**config.mk**
```make
export PLATFORM = sky130hd
export DESIGN_NAME = lcd_result_display
export DESIGN_NICKNAME = d
export VERILOG_FILES = /design/src/rtl/mini_cpu_pkg.sv /design/src/rtl/bcd_converter_16.sv /design/src/rtl/lcd_result_display.sv
export SDC_FILE = /design/constraint.sdc
export NUM_CORES = 1
export LEC_CHECK = 0
export ABC_AREA = 1
export CORE_UTILIZATION = 30
export DETAILED_ROUTE_END_ITERATION = 10
export REMOVE_ABC_BUFFERS = 1
export SYNTH_ARGS = -nofsm -noshare
export SYNTH_HDL_FRONTEND = slang
export SYNTH_SLANG_ARGS = --single-unit
```
**constraint.sdc**
```tcl
create_clock -name clk -period 4.16 [get_ports clk]
set_input_delay 0.416 -clock clk [delete_from_list [all_inputs] [get_ports clk]]
set_output_delay 0.416 -clock clk [all_outputs]
set_load 0.01 [all_outputs]
```
**src/rtl/mini_cpu_pkg.sv**
```systemverilog
// Shared definitions for the mini CPU display path.
//   - opcode encodings LOAD..DISPLAY (0..7)
//   - HD44780 command bytes used by the display stage
//   - display controller state and byte-write phase enums
//   - mnemonic ROM: opcode + column (0..4) -> ASCII character
package mini_cpu_pkg;

    localparam logic [2:0] OP_LOAD    = 3'd0;
    localparam logic [2:0] OP_ADD     = 3'd1;
    localparam logic [2:0] OP_ADDI    = 3'd2;
    localparam logic [2:0] OP_SUB     = 3'd3;
    localparam logic [2:0] OP_SUBI    = 3'd4;
    localparam logic [2:0] OP_MUL     = 3'd5;
    localparam logic [2:0] OP_CLEAR   = 3'd6;
    localparam logic [2:0] OP_DISPLAY = 3'd7;

    localparam logic [7:0] LCD_FUNC_SET = 8'h38;
    localparam logic [7:0] LCD_DISP_ON  = 8'h0C;
    localparam logic [7:0] LCD_CLEAR    = 8'h01;
    localparam logic [7:0] LCD_ENTRY    = 8'h06;
    localparam logic [7:0] LCD_LINE1    = 8'h80;
    localparam logic [7:0] LCD_LINE2    = 8'hC0;

    typedef enum logic [2:0] {
        ST_POWERUP_WAIT,
        ST_INIT,
        ST_IDLE,
        ST_CONVERT,
        ST_LINE1,
        ST_LINE2
    } lcd_state_t;

    typedef enum logic [1:0] {
        PH_SETUP,
        PH_EN,
        PH_HOLD
    } byte_phase_t;

    function automatic logic [7:0] mnemonic_char(input logic [2:0] op, input logic [2:0] pos);
        logic [39:0] txt;
        logic [7:0]  ch;
        case (op)
            OP_LOAD:  txt = "LOAD ";
            OP_ADD:   txt = "ADD  ";
            OP_ADDI:  txt = "ADDI ";
            OP_SUB:   txt = "SUB  ";
            OP_SUBI:  txt = "SUBI ";
            OP_MUL:   txt = "MUL  ";
            OP_CLEAR: txt = "CLEAR";
            default:  txt = "DISP ";
        endcase
        case (pos)
            3'd0:    ch = txt[39:32];
            3'd1:    ch = txt[31:24];
            3'd2:    ch = txt[23:16];
            3'd3:    ch = txt[15:8];
            default: ch = txt[7:0];
        endcase
        return ch;
    endfunction

endpackage

```
**src/rtl/bcd_converter_16.sv**
```systemverilog
// Sequential double-dabble binary-to-BCD converter.
//   clk, reset_n : clock, asynchronous active-low reset
//   start        : begin a conversion of bin (ignored while busy)
//   bin          : 16-bit unsigned input
//   busy         : conversion in progress (16 iteration cycles)
//   done         : one-cycle pulse after the last iteration; bcd valid from here
//   bcd          : 5 BCD digits, most significant digit in [19:16]
module bcd_converter_16
    import mini_cpu_pkg::*;
(
    input  logic        clk,
    input  logic        reset_n,
    input  logic        start,
    input  logic [15:0] bin,
    output logic        busy,
    output logic        done,
    output logic [19:0] bcd
);

    logic [15:0] shift_q;
    logic [19:0] bcd_q;
    logic [19:0] bcd_adj;
    logic [3:0]  iter_q;
    logic        running_q;
    logic        done_q;

    // add-3 correction for every digit >= 5 before the shift
    always_comb begin
        bcd_adj = bcd_q;
        for (int unsigned i = 0; i < 5; i++) begin
            if (bcd_q[i*4 +: 4] >= 4'd5)
                bcd_adj[i*4 +: 4] = bcd_q[i*4 +: 4] + 4'd3;
        end
    end

    always_ff @(posedge clk or negedge reset_n) begin
        if (!reset_n) begin
            shift_q   <= '0;
            bcd_q     <= '0;
            iter_q    <= '0;
            running_q <= 1'b0;
            done_q    <= 1'b0;
        end else begin
            done_q <= running_q && (iter_q == 4'd15);
            if (running_q) begin
                bcd_q   <= {bcd_adj[18:0], shift_q[15]};
                shift_q <= {shift_q[14:0], 1'b0};
                iter_q  <= iter_q + 4'd1;
                if (iter_q == 4'd15)
                    running_q <= 1'b0;
            end else if (start) begin
                shift_q   <= bin;
                bcd_q     <= '0;
                iter_q    <= '0;
                running_q <= 1'b1;
            end
        end
    end

    assign busy = running_q;
    assign done = done_q;
    assign bcd  = bcd_q;

endmodule

```
**src/rtl/lcd_result_display.sv**
```systemverilog
// Result display stage: shows the last instruction on a 16x2 HD44780 LCD
// (8-bit, write-only). Performs the power-up init sequence itself.
//   clk, reset_n     : 50 MHz clock, asynchronous active-low reset
//   start            : one-cycle refresh request; opcode/reg_idx/value captured
//   opcode, reg_idx  : line 1 "MNEMO Rnn"
//   value            : line 2 signed decimal "+nnnnn" / "-nnnnn"
//   busy             : high except in IDLE
//   lcd_data, lcd_rs, lcd_en : LCD bus; lcd_rw=0, lcd_on=1, lcd_blon=1
module lcd_result_display
    import mini_cpu_pkg::*;
#(
    parameter int unsigned POWERUP_CYCLES    = 750000,
    parameter int unsigned CMD_WAIT_CYCLES   = 2000,
    parameter int unsigned CLEAR_WAIT_CYCLES = 82000,
    parameter int unsigned EN_HIGH_CYCLES    = 16
) (
    input  logic        clk,
    input  logic        reset_n,
    input  logic        start,
    input  logic [2:0]  opcode,
    input  logic [3:0]  reg_idx,
    input  logic [15:0] value,
    output logic        busy,
    output logic [7:0]  lcd_data,
    output logic        lcd_rs,
    output logic        lcd_rw,
    output logic        lcd_en,
    output logic        lcd_on,
    output logic        lcd_blon
);

    localparam int unsigned MAX_A    = (POWERUP_CYCLES > CLEAR_WAIT_CYCLES) ? POWERUP_CYCLES : CLEAR_WAIT_CYCLES;
    localparam int unsigned MAX_B    = (CMD_WAIT_CYCLES > EN_HIGH_CYCLES) ? CMD_WAIT_CYCLES : EN_HIGH_CYCLES;
    localparam int unsigned MAX_WAIT = (MAX_A > MAX_B) ? MAX_A : MAX_B;
    localparam int unsigned CNT_W    = $clog2(MAX_WAIT + 1);

    localparam logic [CNT_W-1:0] PWR_LAST   = CNT_W'(POWERUP_CYCLES - 1);
    localparam logic [CNT_W-1:0] EN_LAST    = CNT_W'(EN_HIGH_CYCLES - 1);
    localparam logic [CNT_W-1:0] CMD_LAST   = CNT_W'(CMD_WAIT_CYCLES - 1);
    localparam logic [CNT_W-1:0] CLEAR_LAST = CNT_W'(CLEAR_WAIT_CYCLES - 1);

    lcd_state_t       state, state_n;
    byte_phase_t      phase, phase_n;
    logic [CNT_W-1:0] cnt, cnt_n, hold_last;
    logic [4:0]       byte_idx, idx_n;
    logic             conv_wait, conv_wait_n;
    logic             pending;
    logic             load_byte, bcd_start, disp_load;
    logic [8:0]       next_byte;

    logic [2:0]  cap_opcode, disp_opcode;
    logic [3:0]  cap_reg, disp_reg;
    logic [15:0] cap_value, magnitude;
    logic        disp_neg;

    logic        bcd_busy, bcd_done;
    logic [19:0] bcd_digits;

    assign magnitude = cap_value[15] ? (~cap_value + 16'd1) : cap_value;

    bcd_converter_16 u_bcd (
        .clk     (clk),
        .reset_n (reset_n),
        .start   (bcd_start),
        .bin     (magnitude),
        .busy    (bcd_busy),
        .done    (bcd_done),
        .bcd     (bcd_digits)
    );

    // {rs, data} for byte idx of a sending state; idx 0 of a line is its address command
    function automatic logic [8:0] byte_for(input lcd_state_t st, input logic [4:0] idx,
                                            input logic [2:0] op, input logic [3:0] ri,
                                            input logic neg, input logic [19:0] digits);
        logic [4:0] col;
        logic [3:0] ones;
        logic [7:0] ch;
        logic [8:0] res;
        col  = idx - 5'd1;
        ones = (ri >= 4'd10) ? (ri - 4'd10) : ri;
        ch   = " ";
        res  = '0;
        case (st)
            ST_INIT: begin
                case (idx)
                    5'd0:    res = {1'b0, LCD_FUNC_SET};
                    5'd1:    res = {1'b0, LCD_DISP_ON};
                    5'd2:    res = {1'b0, LCD_CLEAR};
                    default: res = {1'b0, LCD_ENTRY};
                endcase
            end
            ST_LINE1: begin
                case (col)
                    5'd0, 5'd1, 5'd2, 5'd3, 5'd4: ch = mnemonic_char(op, col[2:0]);
                    5'd6:    ch = "R";
                    5'd7:    ch = (ri >= 4'd10) ? "1" : "0";
                    5'd8:    ch = 8'h30 | {4'h0, ones};
                    default: ch = " ";
                endcase
                res = (idx == 5'd0) ? {1'b0, LCD_LINE1} : {1'b1, ch};
            end
            ST_LINE2: begin
                case (col)
                    5'd0:    ch = neg ? "-" : "+";
                    5'd1:    ch = 8'h30 | {4'h0, digits[19:16]};
                    5'd2:    ch = 8'h30 | {4'h0, digits[15:12]};
                    5'd3:    ch = 8'h30 | {4'h0, digits[11:8]};
                    5'd4:    ch = 8'h30 | {4'h0, digits[7:4]};
                    5'd5:    ch = 8'h30 | {4'h0, digits[3:0]};
                    default: ch = " ";
                endcase
                res = (idx == 5'd0) ? {1'b0, LCD_LINE2} : {1'b1, ch};
            end
            default: res = '0;
        endcase
        return res;
    endfunction

    always_comb begin
        state_n     = state;
        phase_n     = phase;
        cnt_n       = cnt;
        idx_n       = byte_idx;
        conv_wait_n = conv_wait;
        load_byte   = 1'b0;
        bcd_start   = 1'b0;
        disp_load   = 1'b0;
        hold_last   = (!lcd_rs && lcd_data == LCD_CLEAR) ? CLEAR_LAST : CMD_LAST;

        case (state)
            ST_POWERUP_WAIT: begin
                if (cnt == PWR_LAST) begin
                    state_n   = ST_INIT;
                    idx_n     = '0;
                    load_byte = 1'b1;
                end else begin
                    cnt_n = cnt + 1'b1;
                end
            end
            ST_INIT, ST_LINE1, ST_LINE2: begin
                case (phase)
                    PH_SETUP: begin
                        phase_n = PH_EN;
                        cnt_n   = '0;
                    end
                    PH_EN: begin
                        if (cnt == EN_LAST) begin
                            phase_n = PH_HOLD;
                            cnt_n   = '0;
                        end else begin
                            cnt_n = cnt + 1'b1;
                        end
                    end
                    default: begin
                        if (cnt != hold_last) begin
                            cnt_n = cnt + 1'b1;
                        end else if ((state == ST_INIT && byte_idx == 5'd3) ||
                                     (state == ST_LINE2 && byte_idx == 5'd16)) begin
                            state_n = ST_IDLE;
                            phase_n = PH_SETUP;
                            cnt_n   = '0;
                        end else if (state == ST_LINE1 && byte_idx == 5'd16) begin
                            state_n   = ST_LINE2;
                            idx_n     = '0;
                            load_byte = 1'b1;
                        end else begin
                            idx_n     = byte_idx + 5'd1;
                            load_byte = 1'b1;
                        end
                    end
                endcase
            end
            ST_IDLE: begin
                if (start || pending) begin
                    state_n     = ST_CONVERT;
                    conv_wait_n = 1'b0;
                end
            end
            ST_CONVERT: begin
                // first CONVERT cycle kicks the converter from the captured
                // operands, so a start arriving as IDLE is entered is honoured
                if (!conv_wait) begin
                    if (!bcd_busy) begin
                        bcd_start   = 1'b1;
                        disp_load   = 1'b1;
                        conv_wait_n = 1'b1;
                    end
                end else if (bcd_done) begin
                    state_n   = ST_LINE1;
                    idx_n     = '0;
                    load_byte = 1'b1;
                end
            end
            default: state_n = ST_POWERUP_WAIT;
        endcase

        if (load_byte) begin
            phase_n = PH_SETUP;
            cnt_n   = '0;
        end

        next_byte = byte_for(state_n, idx_n, disp_opcode, disp_reg, disp_neg, bcd_digits);
    end

    always_ff @(posedge clk or negedge reset_n) begin
        if (!reset_n) begin
            state     <= ST_POWERUP_WAIT;
            phase     <= PH_SETUP;
            cnt       <= '0;
            byte_idx  <= '0;
            conv_wait <= 1'b0;
            lcd_data  <= '0;
            lcd_rs    <= 1'b0;
            lcd_en    <= 1'b0;
        end else begin
            state     <= state_n;
            phase     <= phase_n;
            cnt       <= cnt_n;
            byte_idx  <= idx_n;
            conv_wait <= conv_wait_n;
            lcd_en    <= (phase_n == PH_EN);
            if (load_byte)
                {lcd_rs, lcd_data} <= next_byte;
        end
    end

    // operand capture; the display snapshot is taken when conversion starts so a
    // refresh in flight stays self-consistent while new operands queue up
    always_ff @(posedge clk or negedge reset_n) begin
        if (!reset_n) begin
            pending     <= 1'b0;
            cap_opcode  <= '0;
            cap_reg     <= '0;
            cap_value   <= '0;
            disp_opcode <= '0;
            disp_reg    <= '0;
            disp_neg    <= 1'b0;
        end else begin
            if (start) begin
                cap_opcode <= opcode;
                cap_reg    <= reg_idx;
                cap_value  <= value;
            end
            if (start && state != ST_IDLE)
                pending <= 1'b1;
            else if (state == ST_IDLE && state_n == ST_CONVERT)
                pending <= 1'b0;
            if (disp_load) begin
                disp_opcode <= cap_opcode;
                disp_reg    <= cap_reg;
                disp_neg    <= cap_value[15];
            end
        end
    end

    assign busy     = (state != ST_IDLE);
    assign lcd_rw   = 1'b0;
    assign lcd_on   = 1'b1;
    assign lcd_blon = 1'b1;

endmodule

```
==> flow_metrics.tcl <==
set metrics [dict create \
    io_buffers 36 \
    clock_tree.root_cell "clkbuf_16" \
    dpl_cell_area_mm2 0.007934 \
    end_kind "flip-flop" \
    critical-path-slowest-cell "dfrtp_1" \
    post_cts_resize_count 0 \
    cpMostUsedCell "nand2_1" \
    hold_buffers 0 \
    clk_pin_slew_ns 0.07 \
    ys_seq_area_share_pct 39.71 \
    netlist_area_mm2 0.007247 \
    hold_class "in -> async" \
    yosysMostFrequentCell "nand2_1" \
    clk-insertion-delay-late_ns 0.43 \
    synth_seq_cells 115 \
    fin_skew_ns 0.01137 \
    critPathArrivalTime_ns 3.44 \
    cts_tree "built" \
    synth_edf_count 0 \
    via_per_inst 4.784 \
    cts_buffers 17 \
    synth_common_cells "nand2_1, inv_1, dfrtp_1" \
    grt_pass1_vias 6297 \
    drv_cap 0 \
    clock-sinks 115 \
    dr.pass1.iters 5 \
    rsz0062_at_grt "no" \
    cp-start-kind "flip-flop" \
    syn_inst 977 \
    pin_count 40 \
    drc 0 \
    grtUsageTotal_pct 15.76 \
    dr_total_vias 6439 \
    finalSetupViolCount 0 \
    core-area_mm2 0.02361 \
    fin_area_mm2 0.008512 \
    htreeDepth 4 \
    async_reset_ff_share_pct 100.0 \
    wl_per_cell_um 13.27 \
    ir_drop_mv 0.2535 \
    syn_to_final_growth_pct 17.46 \
    fp-row-count 56 \
    crit_type "reg -> reg" \
    hpwl_um 13110 \
    die_area_mm2 0.02478 \
    cp_cell_sequence "ha_1 > nand3_2 > nor3_2 > nand2_1 > nor2_2 > nand4_2 > nand2_2 > nand2_1 > nand2_2 > nand2_1 > nor2_2 > nand2_2 > inv_1 > nand2_1 > nand2_1 > inv_1 > nand3_1 > nand2_1 > nand3_1 > nand2_1 > nand2_1" \
    cts_buffer_depth 2 \
    finalWirelength_um 17860 \
    power_density_mw_per_mm2 376.0 \
    cp_max_fo 13 \
    grt_max_degree 68 \
    drive_above_1_share_pct 11.59 \
    synth_flop_cell "dfrtp_1" \
    fin_nets 1056 \
    yosysTopAreaCellShare_pct 39.71 \
    worst_pin_slew_ns 0.8748 \
    ys_types 51 \
    period_needed_ns 3.082 \
    fin_crit_sh_pct 74.08 \
    synth_area_leaders "dfrtp_1, nand2_1, inv_1" \
    fin_tns_setup_ns 0 \
    max_slew_margin_pct 41.68 \
    first_iter_violations 368 \
    start_util_pct 30.69 \
    max_freq_ghz 0.3245 \
    gp_congestion 0.8596 \
    power_leakage_uw 0.003796 \
    finalPower_uw 3201 \
    slew_violations 0 \
    antenna_found_initial 0 \
    status "finished clean" \
    fp.dieW_um 157.4 \
    avgSynthCellArea_um2 7.418 \
    finalHoldViolations 0 \
    cts_setup_buffers 0 \
    die_y_um 157.4 \
    gr-total-overflow 0 \
    worst_path_largest_cell_delay_ns 0.37 \
    required_ns 4.52 \
    ys.warnings.count 0 \
    antennaDiodeCount 0 \
    synth_top_cell_by_area "dfrtp_1" \
    antenna_left 0 \
    grt_pass1_wl_um 30990 \
]
-- power by group --
part           leakage, uW  switching [uW]  internal (uW)  total (uW)
clock network     0.000283             642            799        1440
logic              0.00201             312            176         487
registers          0.00150            81.0           1190        1270
total              0.00380            1030           2170        3200
-- final timing paths --
check	startpoint	end	slack, ns	depth (start not counted)
max in group asynchronous	reset_n	u_bcd.done	3.12	2
worst min-delay path	reset_n	cnt[12]	0.08	1
worst max register to register	cnt[1]	lcd_data[1]	1.08	21
min in group clk	cap_opcode[0]	disp_opcode[0]	0.49	2
worst max-delay path	cnt[1]	lcd_data[1]	1.08	21
worst min register to register	cap_opcode[0]	disp_opcode[0]	0.49	2
-- placed cells by master (no fill, tap or decap), types with 17 or more instances in the layout --
cell             count
nand4_1             20
inv_2               18
nand2_1            226
nor3_1              27
clkbuf_16           17
inv_1              123
nand3_1             69
o21ai_0             82
nor2_1              83
clkdlybuf4s50_1     35
a21oi_1             29
dfrtp_1            115
-- layout make-up --
class / instances / area [um^2]
clock inverters: 15 / 152.6
repair buffers: 42 / 402.9
multi-input cells: 693 / 3709
clock buffers: 17 / 425.4
inverters: 145 / 545.5
flip-flops and latches: 115 / 2878
fillers: 2496 / 15100
well taps: 319 / 399.1
-- critical path, delay by kind of cell (launching register included) --
family	cells	cell delay, ns
adders and majority gates	1	0.20
buffers and inverters	2	0.14
DFF	1	0.37
and+or+nand+nor	18	2.30
-- cell families after synthesis --
logic type	Yosys count	share of synthesized area (%)
AO/OA/AOI/OAI	166	13.62
XOR/XNOR	14	1.692
adder cells (fa/ha/maj)	16	2.762
buffers and inverters	170	9.168
flip-flops	115	39.71
multiplexers	11	1.709
other	2	0.1036
AND/OR/NAND/NOR	483	31.23
-- metrics by stage --
stage,util [%],worst slack (ns),cells,hold WS (ns)
floorplan,-,1.475,953,0.1204
global placement,33.60,1.133,1314,0.4684
detailed placement,33.60,1.147,1314,0.4814
CTS,36.05,1.100,1346,0.1299
global route,36.05,0.6913,1346,0.1647
finish,36.05,1.078,1346,0.07901
-- routing by layer --
metal / vias up / track usage (%) / part of all wire (%)
met4: 0 / 5.687 / 1.9
met2: 143 / 25.05 / 45
met1: 2977 / 21.14 / 49
met3: 24 / 3.084 / 3.8
li1: 3295 / - / -
met5: - / 0 / 0
(Power assumes the default switching activity.)
